<file path="src/rtl/rng_pkg.sv">
// Shared definitions for the range sampler: default word width, FSM states,
// and the MSB-smear helper that builds the rejection mask.
package rng_pkg;

  localparam int RNG_W = 32;

  typedef enum logic [1:0] {
    IDLE  = 2'd0,
    FETCH = 2'd1,
    CHECK = 2'd2,
    DONE  = 2'd3
  } state_e;

  // Sets every bit below the highest set bit, so the result covers v exactly.
  function automatic logic [RNG_W-1:0] msb_smear(input logic [RNG_W-1:0] v);
    logic [RNG_W-1:0] m;
    m = v;
    for (int s = 1; s < RNG_W; s = s * 2) begin
      m = m | (m >> s);
    end
    return m;
  endfunction

endpackage

</file>
<file path="src/rtl/rng_mask_gen.sv">
// Combinational mask builder: the smallest all-ones mask covering range-1.
// range 0 stands for 2^W, so range-1 wraps to all ones and the mask accepts everything.
module rng_mask_gen
  import rng_pkg::*;
#(
  parameter int W = RNG_W
) (
  input  logic [W-1:0] range_i,
  output logic [W-1:0] mask_o,
  output logic         range_is_zero_o
);

  logic [W-1:0] r1;

  assign r1              = range_i - W'(1);
  assign range_is_zero_o = (range_i == '0);

  if (W == RNG_W) begin : g_pkg_smear
    assign mask_o = msb_smear(r1);
  end else begin : g_local_smear
    always_comb begin
      mask_o = r1;
      for (int s = 1; s < W; s = s * 2) begin
        mask_o = mask_o | (mask_o >> s);
      end
    end
  end

endmodule

</file>
<file path="src/rtl/rng_range.sv">
// Mask-and-reject sampler: turns generator words into unbiased integers in
// [0, range), pulsing rng_start once for every word it consumes.
module rng_range
  import rng_pkg::*;
#(
  parameter int W    = RNG_W,
  parameter int CNTW = 16
) (
  input  logic            clk,
  input  logic            rst,
  input  logic            req_valid,
  output logic            req_ready,
  input  logic [W-1:0]    req_range,
  output logic            out_valid,
  input  logic            out_ready,
  output logic [W-1:0]    out_data,
  input  logic            rng_valid,
  input  logic [W-1:0]    rng_data,
  output logic            rng_start,
  output logic [CNTW-1:0] reject_cnt
);

  state_e          state_q, state_d;
  logic [W-1:0]    range_q, range_d;
  logic [W-1:0]    mask_q, mask_d;
  logic            range_zero_q, range_zero_d;
  logic [W-1:0]    cand_q, cand_d;
  logic [W-1:0]    out_data_q, out_data_d;
  logic            out_valid_q, out_valid_d;
  logic            req_ready_q, req_ready_d;
  logic            rng_start_q, rng_start_d;
  logic [CNTW-1:0] reject_cnt_q, reject_cnt_d;

  logic [W-1:0]    req_mask;
  logic            req_range_zero;

  rng_mask_gen #(.W(W)) u_mask_gen (
    .range_i         (req_range),
    .mask_o          (req_mask),
    .range_is_zero_o (req_range_zero)
  );

  // NOTE: every variable gets its hold value first, so no path through the
  // case statement can leave one unassigned and infer a latch.
  always_comb begin
    state_d      = state_q;
    range_d      = range_q;
    mask_d       = mask_q;
    range_zero_d = range_zero_q;
    cand_d       = cand_q;
    out_data_d   = out_data_q;
    out_valid_d  = out_valid_q;
    reject_cnt_d = reject_cnt_q;

    case (state_q)
      IDLE: begin
        if (req_valid && req_ready_q) begin
          range_d      = req_range;
          mask_d       = req_mask;
          range_zero_d = req_range_zero;
          state_d      = FETCH;
        end
      end
      FETCH: begin
        // rng_data is only meaningful while rng_valid is high.
        if (rng_valid) begin
          cand_d  = rng_data & mask_q;
          state_d = CHECK;
        end
      end
      CHECK: begin
        if (range_zero_q || (cand_q < range_q)) begin
          out_data_d  = cand_q;
          out_valid_d = 1'b1;
          state_d     = DONE;
        end else begin
          if (reject_cnt_q != '1) begin
            reject_cnt_d = reject_cnt_q + CNTW'(1);
          end
          state_d = FETCH;
        end
      end
      DONE: begin
        if (out_ready) begin
          out_valid_d = 1'b0;
          state_d     = IDLE;
        end
      end
      default: state_d = IDLE;
    endcase

    // Registered from the next state so the pulse lines up with the CHECK cycle.
    req_ready_d = (state_d == IDLE);
    rng_start_d = (state_d == CHECK);
  end

  // NOTE: state registers use non-blocking assignments so every flop samples
  // the pre-edge values, independent of process evaluation order.
  always_ff @(posedge clk) begin
    if (rst) begin
      state_q      <= IDLE;
      range_q      <= '0;
      mask_q       <= '0;
      range_zero_q <= 1'b0;
      cand_q       <= '0;
      out_data_q   <= '0;
      out_valid_q  <= 1'b0;
      req_ready_q  <= 1'b1;
      rng_start_q  <= 1'b0;
      reject_cnt_q <= '0;
    end else begin
      state_q      <= state_d;
      range_q      <= range_d;
      mask_q       <= mask_d;
      range_zero_q <= range_zero_d;
      cand_q       <= cand_d;
      out_data_q   <= out_data_d;
      out_valid_q  <= out_valid_d;
      req_ready_q  <= req_ready_d;
      rng_start_q  <= rng_start_d;
      reject_cnt_q <= reject_cnt_d;
    end
  end

  assign req_ready  = req_ready_q;
  assign out_valid  = out_valid_q;
  assign out_data   = out_data_q;
  assign rng_start  = rng_start_q;
  assign reject_cnt = reject_cnt_q;

endmodule

</file>
<file path="config.mk">
export PLATFORM = sky130hd
export DESIGN_NAME = rng_range
export DESIGN_NICKNAME = d
export VERILOG_FILES = /design/src/rtl/rng_pkg.sv /design/src/rtl/rng_mask_gen.sv /design/src/rtl/rng_range.sv
export SDC_FILE = /design/constraint.sdc
export NUM_CORES = 1
export LEC_CHECK = 0
export CORE_UTILIZATION = 30
export DETAILED_ROUTE_END_ITERATION = 16
export GPL_ROUTABILITY_DRIVEN = 0
export SYNTH_ARGS = -nofsm -noshare
export SYNTH_HDL_FRONTEND = slang
export SYNTH_SLANG_ARGS = --single-unit
</file>
<file path="constraint.sdc">
create_clock -name clk -period 3.6 [get_ports clk]
set_clock_uncertainty 0.1 [all_clocks]
set_input_delay 0.54 -clock clk [delete_from_list [all_inputs] [get_ports clk]]
set_output_delay 0.54 -clock clk [all_outputs]
set_load 0.03 [all_outputs]
</file>
== Word level (Yosys, flattened, before mapping) ==
Cells that the tools add are included.

* Flip-flop bits (word level): 150
* Input bits: 69
* Output and inout port bits: 51
* Word-level logic and storage cells: 46

* Add/sub/neg operators: 2
* Magnitude comparators: 1
* Eq/ne operators: 7
* Mux-type cells: 8
* Bitwise operators: 7
* Reduce and logical (&&, ||, !) cells: 11

{| class="wikitable"
|+ Operator list
! kind !! number
|-
| bitwise AND 32 bit || 1
|-
| zero test 32 bit || 1
|-
| < comparator 32 bit || 1
|-
| bitwise OR 32 x 16 -> 32 bit || 1
|-
| bitwise OR 32 x 24 -> 32 bit || 1
|-
| bitwise OR 32 x 28 -> 32 bit || 1
|-
| bitwise OR 32 x 30 -> 32 bit || 1
|-
| bitwise OR 32 x 31 -> 32 bit || 1
|-
| subtractor 32 x 1 -> 32 bit, second input constant || 1
|-
| adder 16 x 1 -> 16 bit, second input constant || 1
|-
| != test 16 bit, second input constant || 1
|-
| 2-to-1 mux 2 bit || 4
|-
| case mux 2 bit (4 select lines) || 1
|-
| equality test 2 bit, second input constant || 3
|-
| AND reduction 2 bit || 3
|-
| AND reduction 3 bit || 2
|-
| zero test 2 bit || 2
|-
| != test 2 bit, second input constant || 2
|-
| equality test 2 x 1 -> 1 bit, second input constant || 1
|-
| 2-to-1 mux 1 bit || 2
|-
| case mux 1 bit (2 select lines) || 1
|-
| nonzero test 2 bit || 1
|-
| logical AND 1 bit || 1
|-
| logical OR 1 bit || 1
|-
| NOT 1 bit || 1
|}

== Longest topological paths before layout ==
Gate-level depths: netlist of the first run.

* Depth in word-level cells: 6
* Mapped depth: 11
* Depth with buffers taken out: 9

== Modules after synthesis ==
A second synthesis of the first run with hierarchy kept.

* Cells, all modules: 968
* Area total of the unflattened synthesis: 7557.2 µm²

{| class="wikitable"
|+ By module, submodules not included
! module !! instances !! cells each !! area an instance (µm²) !! sequential area each (µm²)
|-
| rng_range || 1 || 759 || 6244.7 || 3002.9
|-
| rng_mask_gen || 1 || 209 || 1312.5 || 0.0
|}

== Worst setup path after synthesis of the first run ==
No wires, ideal clock.

* Path kind: input-to-reg
* Start: input port req_range[3]
* End: register mask_q[5]
* Setup time: 147 ps
* Data arrival time: 3109 ps
* Data required time: 3353 ps
* Path slack: 244 ps
* Stages: 10
* Path buffers: 3
* Cell sequence: buf_2 or4_1 buf_2 or4_1 buf_2 a211o_1 a2111oi_2 nand2_2 nor3_4 a211oi_1

* Word-level cells in the longest chain between the ends: 6

{| class="wikitable"
|+ Ends and longest elaborated chain
! element !! line !! text
|-
| start, declared || rng_range.sv:13 || <nowiki>input logic [W-1:0] req_range,</nowiki>
|-
| subtractor 32 x 1 -> 32 bit || rng_mask_gen.sv:15 || <nowiki>assign r1 = range_i - W'(1);</nowiki>
|-
| bitwise OR 32 x 31 -> 32 bit || rng_pkg.sv:19 || <nowiki>m = m | (m >> s);</nowiki>
|-
| bitwise OR 32 x 30 -> 32 bit || rng_pkg.sv:19 ||
|-
| bitwise OR 32 x 28 -> 32 bit || rng_pkg.sv:19 ||
|-
| bitwise OR 32 x 24 -> 32 bit || rng_pkg.sv:19 ||
|-
| bitwise OR 32 x 16 -> 32 bit || rng_pkg.sv:19 ||
|-
| end signal, assigned || rng_range.sv:114 || <nowiki>mask_q <= mask_d;</nowiki>
|-
| end, declared || rng_range.sv:25 || <nowiki>logic [W-1:0] mask_q, mask_d;</nowiki>
|}

No other way between the ends.
A chain may end at the register's enable or synchronous reset.

== Worst setup path in the final report of the first run ==
* Start: input port req_range[2]
* End: register mask_q[4]

The elaborated chain is that of the path after synthesis.

==> results of run 1 <==
[power groups by stage]
stage | Sequential (mW) | Combinational, mW | Clock [mW]
after floorplan | 1.83 | 0.381 | 0
after global placement | 1.84 | 0.647 | 0
after detailed placement | 1.84 | 0.652 | 0
after CTS | 1.80 | 0.655 | 1.86
after global routing | 1.82 | 0.730 | 1.93
final | 1.80 | 0.655 | 1.83
[cell usage after synthesis (all sizes together), types with 5 or more instances]
master	count	share of area [%]
clkbuf	45	2.2
nand4	13	1.1
o21ai	12	0.80
nand3b	5	0.50
a31oi	12	1.0
a21o	10	1.0
or4	17	1.7
nor3	29	2.1
xor2	10	1.2
and3	6	0.50
ha	35	5.8
inv	42	2.1
buf	15	1.0
o31ai	12	1.2
a211oi	15	1.5
nor4	14	1.4
nand2	123	6.2
o41ai	5	0.58
nor2b	8	0.67
or3	12	1.0
o21bai	13	1.3
mux2i	35	4.7
xnor2	8	0.93
a21oi	94	6.3
nor2	84	4.2
dfxtp	150	40
nand3	52	3.5
[through the flow]
step	cells	setup slack (ps)
6_report	1397	324
5_1_grt	1397	132
4_1_cts	1397	200
3_5_place_dp	1365	-108
3_3_place_gp	1365	-69.9
2_1_floorplan	925	244
[cells by family after synthesis]
group	Yosys count	synth area share (%)
and+or+nand+nor	381	24.7
AOI/OAI and AO/OA	201	17.0
DFF	150	39.9
buffers and inverters	102	5.34
muxes	38	5.11
adders and majority gates	35	5.82
xor gates and xnor gates	18	2.10
[flip-flops by register name (all words and copies together), names as in the netlist]
signal        count
state_q           2
out_data         32
mask_q           32
range_q          32
cand_q           32
rng_start         1
reject_cnt       16
req_ready         1
range_zero_q      1
out_valid         1
[cell usage in the layout, fill, tap and decap left out, types with 27 or more instances in the layout]
cell	synthesis	routed
dfxtp_1	150	150
nand2_1	122	122
clkdlybuf4s50_1	0	118
a21oi_1	94	94
nor2_1	84	84
buf_4	0	55
nand3_1	52	52
inv_1	42	42
mux2i_1	35	35
ha_1	35	35
nor3_1	28	27
[tightest hold or removal path: stages (launching register included)]
cell and delay [ps]:
dfxtp_1 310, nand2_1 50, a21oi_1 50
[layer usage]
metal / vias up / routed length, um / global-route usage (%)
met5: - / 0 / 0
li1: 3577 / - / -
met3: 21 / 896 / 3.33
met4: 0 / 341 / 5.15
met2: 153 / 9440 / 26.3
met1: 3228 / 10400 / 23.1
[final cells by class]
type | count | share of cell area, %
repair buffers | 176 | 16.6
clock inverters | 15 | 1.81
well taps | 324 | 4.07
inverters | 42 | 1.58
clock buffers | 17 | 4.27
flip-flops and latches | 150 | 30.1
multi-input cells | 673 | 41.6
[worst min path at each step]
stage          slack [ps]                startpoint                        to  depth (start not counted)
3_3_place_gp          340   range_q[4]$_SDFFE_PP0P_   range_q[4]$_SDFFE_PP0P_                          2
2_1_floorplan         340  range_q[10]$_SDFFE_PP0P_  range_q[10]$_SDFFE_PP0P_                          2
5_1_grt               370  range_q[14]$_SDFFE_PP0P_  range_q[14]$_SDFFE_PP0P_                          2
3_5_place_dp          350  range_q[20]$_SDFFE_PP0P_  range_q[20]$_SDFFE_PP0P_                          2
4_1_cts               360  range_q[20]$_SDFFE_PP0P_  range_q[20]$_SDFFE_PP0P_                          2
6_report              360  range_q[20]$_SDFFE_PP0P_  range_q[20]$_SDFFE_PP0P_                          2
==> impl_metrics.py, run 1 <==
metrics = {
    "die": {
        "die_h_um": 160,
        "pin_count": 120,
        "die-area_um2": 25700,
        "num_rows": 57,
        "core_area_um2": 24500,
        "start_util_pct": 30.7,
        "die_w_um": 160,
    },
    "pwr": {
        "power_density_nw_per_um2": 430,
        "power_frac_comb_pct": 15.3,
        "p_int_mw": 3.07,
        "irDropWorstVdd_mv": 0.394,
        "seq_power_share_pct": 42.1,
        "power_leakage_nw": 3.60,
        "p_sw_mw": 1.21,
        "power_mw": 4.29,
        "power.clock.fraction_pct": 42.6,
        "swShare_pct": 28.3,
    },
    "final_layout": {
        "area_growth_pct": 32.6,
        "fin_util_pct": 40.8,
        "final_area_um2": 9970,
        "nets": 1164,
        "final_layout_size_suffix_gt1_share_pct": 9.97,
        "n_fill_cell": 2457,
        "diodes": 0,
        "multiInputGateArea_um2": 4150,
        "final-seq-area_um2": 3000,
    },
    "logic_synthesis": {
        "synthesis.instances": 925,
        "synth_cell_types": 59,
        "synth_seq_cells": 150,
        "synth_nets": 1029,
        "synth_edf_count": 0,
        "ys.warnings.count": 0,
        "async_flop_share_pct": 0,
        "seq_area_frac_synth_pct": 39.9,
        "synth_area_um2": 7520,
        "postSynthAreaPerCell_um2": 8.13,
        "synth-main-ff-cell": "dfxtp_1",
    },
    "worst_setup_path": {
        "cp_top_family": "simple AND/OR/NAND/NOR gates",
        "required_ps": 3800,
        "cp_slowest_cell": "or4_1",
        "critPathMaxStageDelay_ps": 610,
        "r2r_slack_ps": 440,
        "cp_max_fo": 6,
        "worstReg2RegStart": "range_q[1]$_SDFFE_PP0P_",
        "arrival_ps": 3480,
        "worst-path-buf-inv": 2,
        "crit_chain": "clkdlybuf4s50_1 -> or4_1 -> or4_1 -> buf_4 -> nor4_1 -> xnor2_1 -> nand4b_4 -> nor3_4 -> a31oi_1",
        "endpoint_kind": "flip-flop",
        "path_class": "input port to flip-flop",
        "worstSetupPathDepth": 9,
        "crit_start": "req_range[2]",
        "rr_worst_depth": 9,
        "reg2reg_to": "reject_cnt[12]$_SDFFE_PP0P_",
        "start_kind": "input port",
        "crit_top_cell": "or4_1",
        "endpoint": "mask_q[4]$_SDFFE_PP0P_",
    },
    "run": {
        "cap_violations": 0,
    },
    "timing": {
        "tns_ps": 0,
        "post-route-period-util_pct": 91.0,
        "slew_viol_final": 0,
        "rsz0062_at_grt": "no",
        "hold_slack_ps": 356,
        "tightestPinTransition_ps": 845,
        "setup_violations": 0,
        "period_minus_slack_ps": 3280,
        "max_slew_margin_pct": 43.6,
        "hold_viol": 0,
        "clock.fmax_ghz": 0.305,
    },
    "route": {
        "wl_um": 21100,
        "antenna_left": 0,
        "wl_per_cell_um": 15.1,
        "vias_per_cell": 5.00,
        "dr_total_vias": 6979,
        "dr.pass1.iters": 5,
        "drcViolationCount": 0,
        "drt_iter0_drc": 428,
    },
    "global_routing": {
        "grt_overflow": 0,
        "grt_pass1_vias": 6643,
        "grt_usage_pct": 16.8,
        "grt_antenna_before_repair": 0,
        "grt_max_degree": 85,
        "grt_pass1_wl_um": 34800,
    },
    "outcome": {
        "status": "finished, final reports clean",
    },
    "cts": {
        "clock_sinks": 150,
        "cts_tree": "done",
        "cts_buffers": 17,
        "htreeDepth": 4,
        "path_clk_slew_ps": 70,
        "clock_latency_ps": 430,
        "cts_setup_buffers": 0,
        "post_cts_resized": 0,
        "cts_root_buf": "clkbuf_16",
        "hold_buffers": 0,
        "clk_path_buf_depth": 2,
    },
    "place": {
        "hpwl_um": 16000,
        "portBuffers": 119,
        "place_area_um2": 9360,
    },
    "worst_hold_path": {
        "hp-class": "flip-flop to flip-flop",
    },
}
Power figures use the tool's default switching activity.
==> run 2, diff against run 1 <==
SKIP_CTS_REPAIR_TIMING = 1   (was not set)
SLEW_MARGIN = 20   (was not set)
==> results of run 2 <==
No change in the layout: final DEF, timing and power equal those of run 1.
